[config.mk]
export PLATFORM = sky130hd
export DESIGN_NAME = dense_layer_seq_flat
export DESIGN_NICKNAME = d
export VERILOG_FILES = /design/src/rtl/dense_layer_seq_if.sv /design/src/rtl/dense_layer_seq.sv /design/src/flat_wrapper.sv
export SDC_FILE = /design/constraint.sdc
export NUM_CORES = 1
export LEC_CHECK = 0
export ABC_CLOCK_PERIOD_IN_PS = 13030
export BUFFER_PORTS_ARGS = -buffer_cell sky130_fd_sc_hd__buf_4
export CAP_MARGIN = 5
export CORE_MARGIN = 2
export CORE_UTILIZATION = 60
export CTS_CLUSTER_SIZE = 8
export DETAILED_ROUTE_END_ITERATION = 8
export PLACE_DENSITY = 0.78
export SYNTH_ARGS = -nofsm -noshare
export SYNTH_HDL_FRONTEND = slang
export SYNTH_SLANG_ARGS = --single-unit
[constraint.sdc]
create_clock -name clk -period 13.03 [get_ports clk]
set_input_delay 2.606 -clock clk [delete_from_list [all_inputs] [get_ports clk]]
set_output_delay 2.606 -clock clk [all_outputs]
set_load 0.05 [all_outputs]
[src/rtl/dense_layer_seq_if.sv]
// dense_layer_seq_if
// Bundles the control, coefficient-write and result signals of one
// dense_layer_seq instance. clk and rst are not part of the bundle.
//   En      global enable
//   Run     start request, only looked at while the layer is idle
//   X       packed input vector, input i at X[i*DATA_WIDTH +: DATA_WIDTH]
//   W_We    coefficient write strobe
//   W_Addr  coefficient address j*(N_IN+1)+i; i==N_IN is the bias of neuron j
//   W_Data  coefficient value (signed fixed point)
//   Y       packed results, neuron j at Y[j*OUT_WIDTH +: OUT_WIDTH]
//   Ready   one-cycle pulse when a new Y is valid
//   Busy    high whenever the layer is not idle
// master = the side that drives the layer, slave = the layer itself.
interface dense_layer_seq_if #(
  parameter int DATA_WIDTH = 8,
  parameter int N_IN       = 4,
  parameter int N_OUT      = 6,
  parameter int W_WIDTH    = 8,
  parameter int OUT_WIDTH  = DATA_WIDTH
);
  localparam int N_COEF = N_OUT * (N_IN + 1);
  localparam int A_W    = (N_COEF > 1) ? $clog2(N_COEF) : 1;

  logic                        En;
  logic                        Run;
  logic [N_IN*DATA_WIDTH-1:0]  X;
  logic                        W_We;
  logic [A_W-1:0]              W_Addr;
  logic [W_WIDTH-1:0]          W_Data;
  logic [N_OUT*OUT_WIDTH-1:0]  Y;
  logic                        Ready;
  logic                        Busy;

  modport master (
    output En, Run, X, W_We, W_Addr, W_Data,
    input  Y, Ready, Busy
  );

  modport slave (
    input  En, Run, X, W_We, W_Addr, W_Data,
    output Y, Ready, Busy
  );
endinterface

[src/rtl/dense_layer_seq.sv]
// dense_layer_seq
// Time-multiplexed fully-connected layer: a single signed MAC walks all
// N_OUT neurons over N_IN latched inputs. Weights and biases live in an
// internal register file that can be written while the layer is idle.
// Ports:
//   clk  rising-edge clock
//   rst  synchronous active-high reset
//   bus  dense_layer_seq_if.slave (En, Run, X, W_*, Y, Ready, Busy)
//
// state   | meaning
// --------+-------------------------------------------------------------
// S_IDLE  | waiting for Run; coefficient writes accepted here
// S_LOAD  | acc <= bias(j) aligned to the product scale, i <= 0
// S_MAC   | acc += W(j,i) * X[i], one input per cycle
// S_STORE | shift/clamp acc into shadow slot j; last neuron publishes Y
module dense_layer_seq #(
  parameter int DATA_WIDTH = 8,
  parameter int N_IN       = 4,
  parameter int N_OUT      = 6,
  parameter int W_WIDTH    = 8,
  parameter int FRAC_BITS  = 4,
  parameter int OUT_WIDTH  = DATA_WIDTH,
  parameter int RELU       = 1
) (
  input logic              clk,
  input logic              rst,
  dense_layer_seq_if.slave bus
);
  localparam int N_COEF = N_OUT * (N_IN + 1);
  localparam int A_W    = (N_COEF > 1) ? $clog2(N_COEF) : 1;
  localparam int J_W    = (N_OUT > 1) ? $clog2(N_OUT) : 1;
  localparam int I_W    = (N_IN > 1) ? $clog2(N_IN) : 1;
  localparam int ACC_W  = DATA_WIDTH + W_WIDTH + $clog2(N_IN + 1) + 1;
  localparam int P_W    = DATA_WIDTH + W_WIDTH + 1;

  localparam logic [1:0] S_IDLE  = 2'd0;
  localparam logic [1:0] S_LOAD  = 2'd1;
  localparam logic [1:0] S_MAC   = 2'd2;
  localparam logic [1:0] S_STORE = 2'd3;

  // Clamp limits expressed at accumulator width so the compares stay signed.
  localparam logic signed [ACC_W-1:0] C_UMAX = {{(ACC_W-OUT_WIDTH){1'b0}}, {OUT_WIDTH{1'b1}}};
  localparam logic signed [ACC_W-1:0] C_SMAX = {{(ACC_W-OUT_WIDTH+1){1'b0}}, {(OUT_WIDTH-1){1'b1}}};
  localparam logic signed [ACC_W-1:0] C_SMIN = {{(ACC_W-OUT_WIDTH+1){1'b1}}, {(OUT_WIDTH-1){1'b0}}};

  logic [1:0]                    r_state;
  logic [J_W-1:0]                r_j;
  logic [I_W-1:0]                r_i;
  logic [N_IN*DATA_WIDTH-1:0]    r_x;
  logic signed [ACC_W-1:0]       r_acc;
  logic [W_WIDTH-1:0]            r_coef [N_COEF];
  logic [OUT_WIDTH-1:0]          r_shadow [N_OUT];
  logic [N_OUT*OUT_WIDTH-1:0]    r_y;
  logic                          r_ready;

  logic [A_W-1:0]                w_base;
  logic [A_W-1:0]                w_widx;
  logic [A_W-1:0]                w_bidx;
  logic [DATA_WIDTH-1:0]         w_xi;
  logic signed [P_W-1:0]         w_prod;
  logic signed [ACC_W-1:0]       w_bias_ext;
  logic signed [ACC_W-1:0]       w_shift;
  logic [OUT_WIDTH-1:0]          w_res;
  logic [N_OUT*OUT_WIDTH-1:0]    w_ynext;
  logic                          w_wr_ok;
  logic                          w_last_i;
  logic                          w_last_j;

  always_comb begin
    w_base     = A_W'(r_j) * A_W'(N_IN + 1);
    w_widx     = w_base + A_W'(r_i);
    w_bidx     = w_base + A_W'(N_IN);
    w_xi       = r_x[r_i*DATA_WIDTH +: DATA_WIDTH];
    // Inputs are unsigned: a zero MSB makes them non-negative signed operands.
    w_prod     = P_W'($signed(r_coef[w_widx])) * P_W'($signed({1'b0, w_xi}));
    w_bias_ext = ACC_W'($signed(r_coef[w_bidx])) <<< FRAC_BITS;
    w_shift    = r_acc >>> FRAC_BITS;
    w_last_i   = (r_i == I_W'(N_IN - 1));
    w_last_j   = (r_j == J_W'(N_OUT - 1));
    w_wr_ok    = bus.En && bus.W_We && (r_state == S_IDLE) && (int'(bus.W_Addr) < N_COEF);

    w_res = w_shift[OUT_WIDTH-1:0];
    if (RELU != 0) begin
      if (w_shift < 0)           w_res = '0;
      else if (w_shift > C_UMAX) w_res = '1;
    end else begin
      if (w_shift > C_SMAX)      w_res = {1'b0, {(OUT_WIDTH-1){1'b1}}};
      else if (w_shift < C_SMIN) w_res = {1'b1, {(OUT_WIDTH-1){1'b0}}};
    end

    // Final publish: earlier neurons come from the shadow, the last one is
    // still in flight this cycle.
    w_ynext = '0;
    for (int k = 0; k < N_OUT; k++) begin
      w_ynext[k*OUT_WIDTH +: OUT_WIDTH] = (k == int'(r_j)) ? w_res : r_shadow[k];
    end
  end

  always_ff @(posedge clk) begin
    if (rst) begin
      r_state <= S_IDLE;
      r_j     <= '0;
      r_i     <= '0;
      r_x     <= '0;
      r_acc   <= '0;
      r_y     <= '0;
      r_ready <= 1'b0;
      for (int k = 0; k < N_COEF; k++) r_coef[k] <= '0;
      for (int k = 0; k < N_OUT; k++) r_shadow[k] <= '0;
    end else if (bus.En) begin
      r_ready <= 1'b0;
      if (w_wr_ok) r_coef[bus.W_Addr] <= bus.W_Data;
      case (r_state)
        S_IDLE: begin
          if (bus.Run) begin
            r_x     <= bus.X;
            r_j     <= '0;
            r_state <= S_LOAD;
          end
        end
        S_LOAD: begin
          r_acc   <= w_bias_ext;
          r_i     <= '0;
          r_state <= S_MAC;
        end
        S_MAC: begin
          r_acc <= r_acc + ACC_W'(w_prod);
          if (w_last_i) r_state <= S_STORE;
          else          r_i     <= r_i + 1'b1;
        end
        S_STORE: begin
          r_shadow[r_j] <= w_res;
          if (w_last_j) begin
            r_y     <= w_ynext;
            r_ready <= 1'b1;
            r_state <= S_IDLE;
          end else begin
            r_j     <= r_j + 1'b1;
            r_state <= S_LOAD;
          end
        end
        default: r_state <= S_IDLE;
      endcase
    end
  end

  assign bus.Y     = r_y;
  assign bus.Ready = r_ready;
  assign bus.Busy  = (r_state != S_IDLE);
endmodule
[src/flat_wrapper.sv]
// flat-port wrapper written by rule: the top's interface ports become plain ports
module dense_layer_seq_flat 
#(
  parameter int DATA_WIDTH = 8,
  parameter int N_IN       = 4,
  parameter int N_OUT      = 6,
  parameter int W_WIDTH    = 8,
  parameter int FRAC_BITS  = 4,
  parameter int OUT_WIDTH  = DATA_WIDTH,
  parameter int RELU       = 1
)
  (clk, rst, bus_En, bus_Run, bus_X, bus_W_We, bus_W_Addr, bus_W_Data, bus_Y, bus_Ready, bus_Busy);
  dense_layer_seq_if #(.DATA_WIDTH(DATA_WIDTH), .N_IN(N_IN), .N_OUT(N_OUT), .W_WIDTH(W_WIDTH), .OUT_WIDTH(OUT_WIDTH)) bus_i ();
  input logic clk;
  input logic rst;
  input wire logic [$bits(bus_i.En)-1:0] bus_En;
  input wire logic [$bits(bus_i.Run)-1:0] bus_Run;
  input wire logic [$bits(bus_i.X)-1:0] bus_X;
  input wire logic [$bits(bus_i.W_We)-1:0] bus_W_We;
  input wire logic [$bits(bus_i.W_Addr)-1:0] bus_W_Addr;
  input wire logic [$bits(bus_i.W_Data)-1:0] bus_W_Data;
  output wire logic [$bits(bus_i.Y)-1:0] bus_Y;
  output wire logic [$bits(bus_i.Ready)-1:0] bus_Ready;
  output wire logic [$bits(bus_i.Busy)-1:0] bus_Busy;
  assign bus_i.En = bus_En;
  assign bus_i.Run = bus_Run;
  assign bus_i.X = bus_X;
  assign bus_i.W_We = bus_W_We;
  assign bus_i.W_Addr = bus_W_Addr;
  assign bus_i.W_Data = bus_W_Data;
  assign bus_Y = bus_i.Y;
  assign bus_Ready = bus_i.Ready;
  assign bus_Busy = bus_i.Busy;
  dense_layer_seq #(.DATA_WIDTH(DATA_WIDTH), .N_IN(N_IN), .N_OUT(N_OUT), .W_WIDTH(W_WIDTH), .FRAC_BITS(FRAC_BITS), .OUT_WIDTH(OUT_WIDTH), .RELU(RELU)) u_core (.clk(clk), .rst(rst), .bus(bus_i));
endmodule
After elaboration in Yosys (flattened, before gate mapping)
Memory sizes are Yosys's and may differ from the RTL's. A register that Yosys moved wholly into a read port is not among the register bits.
Index checks and enable logic that the tools add are counted.
{ "word_totals": {"regBits": 60, "ram_bits": 288, "in_bits": 50, "out_inout_bits": 50, "word_cells": 73, "n_memories": 2} }
{ "op_classes": {"addsub": 5, "n_mul": 2, "n_lt_le_gt_ge": 3, "eq_ne": 9, "shifts": 1, "n_mux": 30, "n_reduce_logical": 15} }
{ "mem_list": {"columns": ["name", "words", "width", "rd", "rd_clocked_by_memory_dff", "write_ports", "line", "text"], "rows": [
  ["u_core.r_coef", 30, 8, 2, 0, 30, "dense_layer_seq.sv:51", "logic [W_WIDTH-1:0] r_coef [N_COEF];"],
  ["u_core.r_shadow", 6, 8, 6, 6, 6, "dense_layer_seq.sv:52", "logic [OUT_WIDTH-1:0] r_shadow [N_OUT];"]
]} }
{ "ops": {"columns": ["cell", "n"], "rows": [
  ["case mux 20 bit (2 select lines)", 1],
  ["2-to-1 mux 8 bit", 4],
  ["indexed part select 32 x 6 -> 8 bit", 1],
  ["adder 20 x 17 -> 20 bit", 1],
  ["multiplier 8 x 9 -> 17 bit", 1],
  ["> comparator 16 x 9 -> 1 bit (second input constant)", 1],
  ["less-than comparator 16 x 1 -> 1 bit (second input constant)", 1],
  ["OR reduction 8 bit", 2],
  ["2-to-1 mux 1 bit", 15],
  ["AND reduction 3 bit", 4],
  ["2-to-1 mux 3 bit", 3],
  ["case mux 2 bit (4 select lines)", 1],
  ["== test 2 bit (second input constant)", 3],
  ["2-to-1 mux 2 bit", 3],
  ["inequality test 2 bit (second input constant)", 3],
  ["case mux 3 bit (2 select lines)", 1],
  ["nonzero test 2 bit", 3],
  ["adder 5 x 2 -> 5 bit", 1],
  ["adder 5 x 3 -> 5 bit (second input constant)", 1],
  ["less-than comparator 5 bit (second input constant)", 1],
  ["multiplier 3 x 3 -> 5 bit (second input constant)", 1],
  ["2-to-1 mux 5 bit", 1],
  ["case mux 2 bit (2 select lines)", 1],
  ["AND reduction 4 bit", 1],
  ["8 further kinds", 10]
]} }

Logic depth before layout (Yosys ltp)
{ "logic_depth": {"word_depth": 9, "mapped_depth": 32, "mapped_depth_nobuf": 26} }

Least setup slack after synthesis
OpenSTA, ideal clock, no wires.
{ "synth_path": {"path_type": "reg-to-reg", "start": "reg u_core.r_j[1]", "end": "reg u_core.r_acc[19]", "arrival_ns": 7.290, "t_required_ns": 12.899, "path_slack_ns": 5.609, "stages_incl_launch_ff": 29, "cell_sequence": "dfxtp_1 -> buf_2 -> buf_2 -> buf_2 -> inv_2 -> fa_1 -> buf_4 -> buf_4 -> buf_4 -> buf_2 -> mux4_2 -> mux2i_1 -> nand2_1 -> o211ai_1 -> o21ai_1 -> and2_1 -> fa_1 -> fa_1 -> fa_1 -> fa_1 -> fa_1 -> ha_1 -> a2111oi_0 -> and3_1 -> o2bb2ai_1 -> o21a_1 -> nor3b_1 -> a2111oi_0 -> nand2_1"} }
{ "synth_between": {"elab_chain_len": 6, "word_cells_on_any_way": 7, "cone_classes": "3 x add/sub; 2 x mul; 1 x mux; 1 x memory"} }
{ "synth_rtl": {"columns": ["element", "line", "text"], "rows": [
  ["from (decl)", "dense_layer_seq.sv:47", "logic [J_W-1:0] r_j;"],
  ["from (signal assigned)", "dense_layer_seq.sv:138", "r_j <= r_j + 1'b1;"],
  ["multiplier 3 x 3 -> 5 bit *", "dense_layer_seq.sv:70", "w_base = A_W'(r_j) * A_W'(N_IN + 1);"],
  ["adder 5 x 2 -> 5 bit", "dense_layer_seq.sv:71", "w_widx = w_base + A_W'(r_i);"],
  ["memory (30 x 8 bit) *", null, null],
  ["multiplier 8 x 9 -> 17 bit", "dense_layer_seq.sv:75", "w_prod = P_W'($signed(r_coef[w_widx])) * P_W'($signed({1'b0, w_xi}));"],
  ["adder 20 x 17 -> 20 bit", "dense_layer_seq.sv:127", "r_acc <= r_acc + ACC_W'(w_prod);"],
  ["case mux 20 bit (2 select lines) *", "dense_layer_seq.sv:113", "case (r_state)"],
  ["to (signal assigned)", "dense_layer_seq.sv:122", "r_acc <= w_bias_ext;"],
  ["to (signal assigned)", "dense_layer_seq.sv:127", null],
  ["to (decl)", "dense_layer_seq.sv:50", "logic signed [ACC_W-1:0] r_acc;"]
]} }
Mark *: on every way between the ends. The rest lies on a longest branch, timed or not.
A chain may end at the register's enable or synchronous reset.

Final worst setup path
{ "layout_path": {"start": "reg u_core.r_i[0]", "end": "reg u_core.r_acc[19]"} }
{ "layout_between": {"elab_chain_len": 5, "word_cells_on_any_way": 6, "cone_classes": "2 x add/sub; 1 x mul; 1 x shift; 1 x mux; 1 x memory"} }
{ "layout_rtl": {"columns": ["element", "line", "text"], "rows": [
  ["from (decl)", "dense_layer_seq.sv:48", "logic [I_W-1:0] r_i;"],
  ["from (signal assigned)", "dense_layer_seq.sv:129", "else r_i <= r_i + 1'b1;"],
  ["adder 5 x 2 -> 5 bit", "dense_layer_seq.sv:71", null],
  ["memory (30 x 8 bit)", null, null],
  ["multiplier 8 x 9 -> 17 bit *", "dense_layer_seq.sv:75", null],
  ["adder 20 x 17 -> 20 bit *", "dense_layer_seq.sv:127", null],
  ["case mux 20 bit (2 select lines) *", "dense_layer_seq.sv:113", null]
]} }
Marks and branches as above.

==> results <==
- The run finished with clean final reports.
- The synthesis-to-layout area growth is 11.5%.
- The via density per instance is 6.25.
- For this run, the detailed router's first-pass iteration total came to 5.
- The net count of the finished layout is 2,130.
- In this run, synthesis inferred 304 flip-flops with an integrated enable.
- The critical path starts at u_core.r_i[0]$_SDFFE_PP0P_.
- At the worst endpoint, the required time is 13,500 ps.
- The initial standard-cell utilization of the core is 61.0%.
- The number of hold buffers added after CTS was 0.
- The filler cells instantiated in the layout total 2,653.
- Of all nets on the critical path, the largest fanout is 64.
- The arrival time reported for the critical path endpoint is 9590 ps.
- The number of placed cells counting well taps is 2,408.
- The remaining global-route overflow is 0.
- The DRC violation count after routing is 0.
- For this block, the via count after detailed routing is 15,648.
- Setup violations remaining at the end of the flow were counted as 0.
- The CTS sink count is 412.
- The total met2 wirelength after detailed routing is 28.6 mm.
- The cell area power density is 122 nW/µm².
- The aggregate negative setup slack is 0 ps.
- The final design utilization is 68.0%.
- In the final layout, the share of cells above drive strength 1 is 18.3%.
- The number of H-tree levels is 2.
- Global routing used 29.7% of the available tracks.
- The sequential cell area fraction in the yosys report is 49.0%.
- The setup path with the least slack is of type reg -> reg.
- The via count of the first global-routing pass is 15,744.
- Max-cap violations in this run came to 0.
- The count of pins over their slew limit was 0.
- The leading register cell type out of synthesis is sky130_fd_sc_hd__edfxtp_1.
- Between clock sinks in the finished design, the worst skew comes to 22.5 ps.
- The sort of element at the start of the critical path is a register.
- TritonCTS built the clock tree.
- The detail route stage leaves a number of antenna-violating nets equal to 0.
- The worst setup path is captured at a register.
- After the first detailed-routing iteration, the DRC count stood at 1,301.
- The final HPWL from detailed placement is 39.4 mm.
- In this run the standard cell core region covers 37,800 µm².
- The completed layout was analyzed and its total power is 3140 µW.
- Counting flops with an async set or reset pin after synthesis yields a share of 0%.
- The first global-routing pass estimated 88.7 mm of wire.
- The count of buffers from port buffering is 99.
- The final routed wire length divided by cell count is 23.1 µm.
- The final RePlAce weighted congestion is 0.875.
- The tightest min-delay check is of the reg -> reg type.
- In this run, synthesis produced a sequential element count of 412.
- The final period utilization is 70.0%.
- Setup repair after global routing left no endpoint under its margin.
- In this run the critical register-to-register path is launched from u_core.r_i[0]$_SDFFE_PP0P_.
- A synthesized cell averages 12.2 µm².
- The post-route cell area is 25,700 µm².
- The die outline area is 40,000 µm².
- The routed wire length is 57.8 mm.
- The cell area that synthesis handed to floorplanning was 23,000 µm².
- Headroom to the max-slew limit came out at 18.1%.
- The cell count after synthesis is 1,886.
- The most numerous cell type found on the critical path is sky130_fd_sc_hd__fa_1.
- The die outline height is 200 µm.
- The cell with the largest stage delay on the worst path is sky130_fd_sc_hd__dfxtp_1.
- The post-layout minimum cycle time is 9120 ps.
- The top metal layer carrying routed signals is met5.
- Traced cell by cell, the critical path runs through ha_4 -> inv_1 -> fa_4 -> buf_4 -> mux4_2 -> a211oi_1 -> a211oi_1 -> a21oi_1 -> nor2_1 -> fa_1 -> fa_1 -> fa_1 -> fa_1 -> ha_1 -> ha_1 -> a2111oi_0 -> and3_1 -> o2bb2ai_1 -> o21a_1 -> nor3b_1 -> a2111oi_0 -> nand2_1.
- The worst hold path begins at bus_Y[2]$_SDFFE_PP0P_.
- Counting the buffers created by CTS gives 57.
- The detailed router put a total of 21.9 mm of wire on met1.
- After clock tree synthesis, the clock-pin slew on the worst setup and hold paths is 50 ps.
- Entering global routing, the biggest net connects 83 pins.
- The cell at the root of the clock tree is sky130_fd_sc_hd__clkbuf_16.
- The I/O pin total is 100.
- The placement row count is 71.
- In this design, the stage delay of the slowest critical-path cell is 920 ps.
- The clock latency of the later-clocked register in the worst-skew pair is 620 ps.
- The analysis attributes to cell leakage a power of 0.00994 µW.
- The biggest area contributor in the post-synthesis netlist is sky130_fd_sc_hd__edfxtp_1.
- The total placed instance area is 24,000 µm².
- Once the clock tree was built, the setup fixing pass inserted 0 buffers.
- The count of endpoints failing hold in the final timing report is 0.
- The post-layout instance count excluding filler cells is 2,503.
- The clock passes through at most 3 buffers.
- The horizontal die dimension is 200 µm.
- The post-synthesis cell type count is 64.
- The quantity of gates resized following cts is 0.
- The number of buffer and inverter instances along the worst setup path is 2.
- The number of antenna cells inserted is 0.
- Sorting the synthesized cells by area gives the leading types as sky130_fd_sc_hd__edfxtp_1 40%, sky130_fd_sc_hd__mux4_2 14%, sky130_fd_sc_hd__dfxtp_1 9.4%, sky130_fd_sc_hd__and2_1 6.7%, sky130_fd_sc_hd__fa_1 4.5%.
- The area share of the leading cell type in the synthesized netlist is 39.7%.
- The routed length on met3 is 5.06 mm.
- The number of antenna violations at the first check in global routing is 1.
- The maximum achievable frequency is 0.110 GHz.
- The kind of cell with the highest combined delay along the critical path is adder cells.
- VDD sags by at most 0.107 mV.
- The total of warnings raised by yosys is 0.
- For the pin with the worst max-slew slack, the measured transition is 1220 ps.
## report_power, final
| part | switching, µW | internal [µW] |
|---|---|---|
| registers | 29.2 | 1460 |
| clock network | 549 | 806 |
| logic | 181 | 118 |
## worst min-delay path: cells and delay by family, from the launching register on
family / cells / cell delay (ps)
flops: 1 / 300
compound gates: 1 / 50
simple gates: 1 / 50
## cells in the mapped netlist (3+ instances only)
library cell	number
sky130_fd_sc_hd__nor2_1	151
sky130_fd_sc_hd__a2111oi_0	4
sky130_fd_sc_hd__edfxtp_1	304
sky130_fd_sc_hd__o211ai_1	11
sky130_fd_sc_hd__a22oi_1	3
sky130_fd_sc_hd__ha_1	72
sky130_fd_sc_hd__o21a_1	4
sky130_fd_sc_hd__o21ai_1	21
sky130_fd_sc_hd__nand2_1	177
sky130_fd_sc_hd__xnor2_1	16
sky130_fd_sc_hd__inv_2	3
sky130_fd_sc_hd__dfxtp_1	108
sky130_fd_sc_hd__xor2_1	3
sky130_fd_sc_hd__a21oi_2	3
sky130_fd_sc_hd__nand2b_1	17
sky130_fd_sc_hd__a211o_1	4
sky130_fd_sc_hd__fa_1	52
sky130_fd_sc_hd__and2_1	246
sky130_fd_sc_hd__buf_6	7
sky130_fd_sc_hd__buf_1	6
sky130_fd_sc_hd__a21oi_1	107
sky130_fd_sc_hd__buf_4	7
sky130_fd_sc_hd__or2_1	17
sky130_fd_sc_hd__o21bai_1	5
sky130_fd_sc_hd__nor3_1	20
sky130_fd_sc_hd__mux2i_1	36
sky130_fd_sc_hd__clkbuf_1	75
sky130_fd_sc_hd__nor2b_1	28
sky130_fd_sc_hd__nand3b_1	5
sky130_fd_sc_hd__nand4_1	3
sky130_fd_sc_hd__mux2_2	12
sky130_fd_sc_hd__inv_1	83
sky130_fd_sc_hd__buf_2	21
sky130_fd_sc_hd__a211oi_1	35
sky130_fd_sc_hd__o21ai_0	10
sky130_fd_sc_hd__and3_1	4
sky130_fd_sc_hd__or2_2	15
sky130_fd_sc_hd__nand3_1	14
sky130_fd_sc_hd__mux4_2	142
sky130_fd_sc_hd__a21o_1	5
## placed cells by master (no fill, tap or decap), types with 51 or more instances in the layout
cell	netlist	layout
sky130_fd_sc_hd__a21oi_1	107	107
sky130_fd_sc_hd__and2_1	246	246
sky130_fd_sc_hd__buf_4	7	114
sky130_fd_sc_hd__clkbuf_16	0	57
sky130_fd_sc_hd__dfxtp_1	108	106
sky130_fd_sc_hd__edfxtp_1	304	304
sky130_fd_sc_hd__fa_1	52	51
sky130_fd_sc_hd__ha_1	72	70
sky130_fd_sc_hd__inv_1	83	83
sky130_fd_sc_hd__mux4_2	142	142
sky130_fd_sc_hd__nand2_1	177	177
sky130_fd_sc_hd__nor2_1	151	150
## layer usage
layer / global-route usage (%) / up-vias
li1: - / 6894
met1: 37.9 / 7787
met2: 49.9 / 815
met3: 6.01 / 150
met4: 12.7 / 2
met5: 0 / -
## sequential cells by signal, indices dropped and copies added (netlist names)
name,count
u_core.bus.Ready,1
bus_Y,48
u_core.r_shadow,48
u_core.r_j,3
u_core.r_acc,20
u_core.r_x,32
u_core.r_state,2
u_core.r_i,2
u_core.r_coef,256
## path summary, 6_finish.rpt
kind / endpoint / slack [ps] / depth (start not counted)
setup / recovery: u_core.r_acc[19]$_SDFFE_PP0P_ / 3910 / 22
hold / removal: bus_Y[2]$_SDFFE_PP0P_ / 450 / 2
setup reg to reg: u_core.r_acc[19]$_SDFFE_PP0P_ / 3910 / 22
hold reg to reg: bus_Y[2]$_SDFFE_PP0P_ / 450 / 2
## through the flow
stage / hold WS (ps) / worst slack (ps)
4_1_cts: 452 / 3960
3_5_place_dp: 445 / 4010
6_report: 449 / 3910
2_1_floorplan: 432 / 5610
3_3_place_gp: 441 / 4180
5_1_grt: 466 / 3400
## area by class of cell
class	count	area [µm²]	share of cell area [%]
repair buffers	114	856	3.33
clock inverters	4	67.6	0.263
clock buffers	91	1550	6.05
flip-flops and latches	412	11300	44.0
multi-input cells	1285	10900	42.6
well taps	511	639	2.49
inverters	86	323	1.26
## logic make-up (layout without fill, tap and decap cells)
group	Yosys count	count (layout)	share of synthesized area (%)
AOI/OAI and AO/OA	227	227	6.07
xor gates and xnor gates	22	22	0.935
adders and majority gates	124	124	8.43
buffers and inverters	204	295	3.92
DFF	412	412	49.0
muxes	190	190	16.0
other	1	16	0.0163
and+or+nand+nor	706	706	15.5
(Power assumes the default switching activity.)
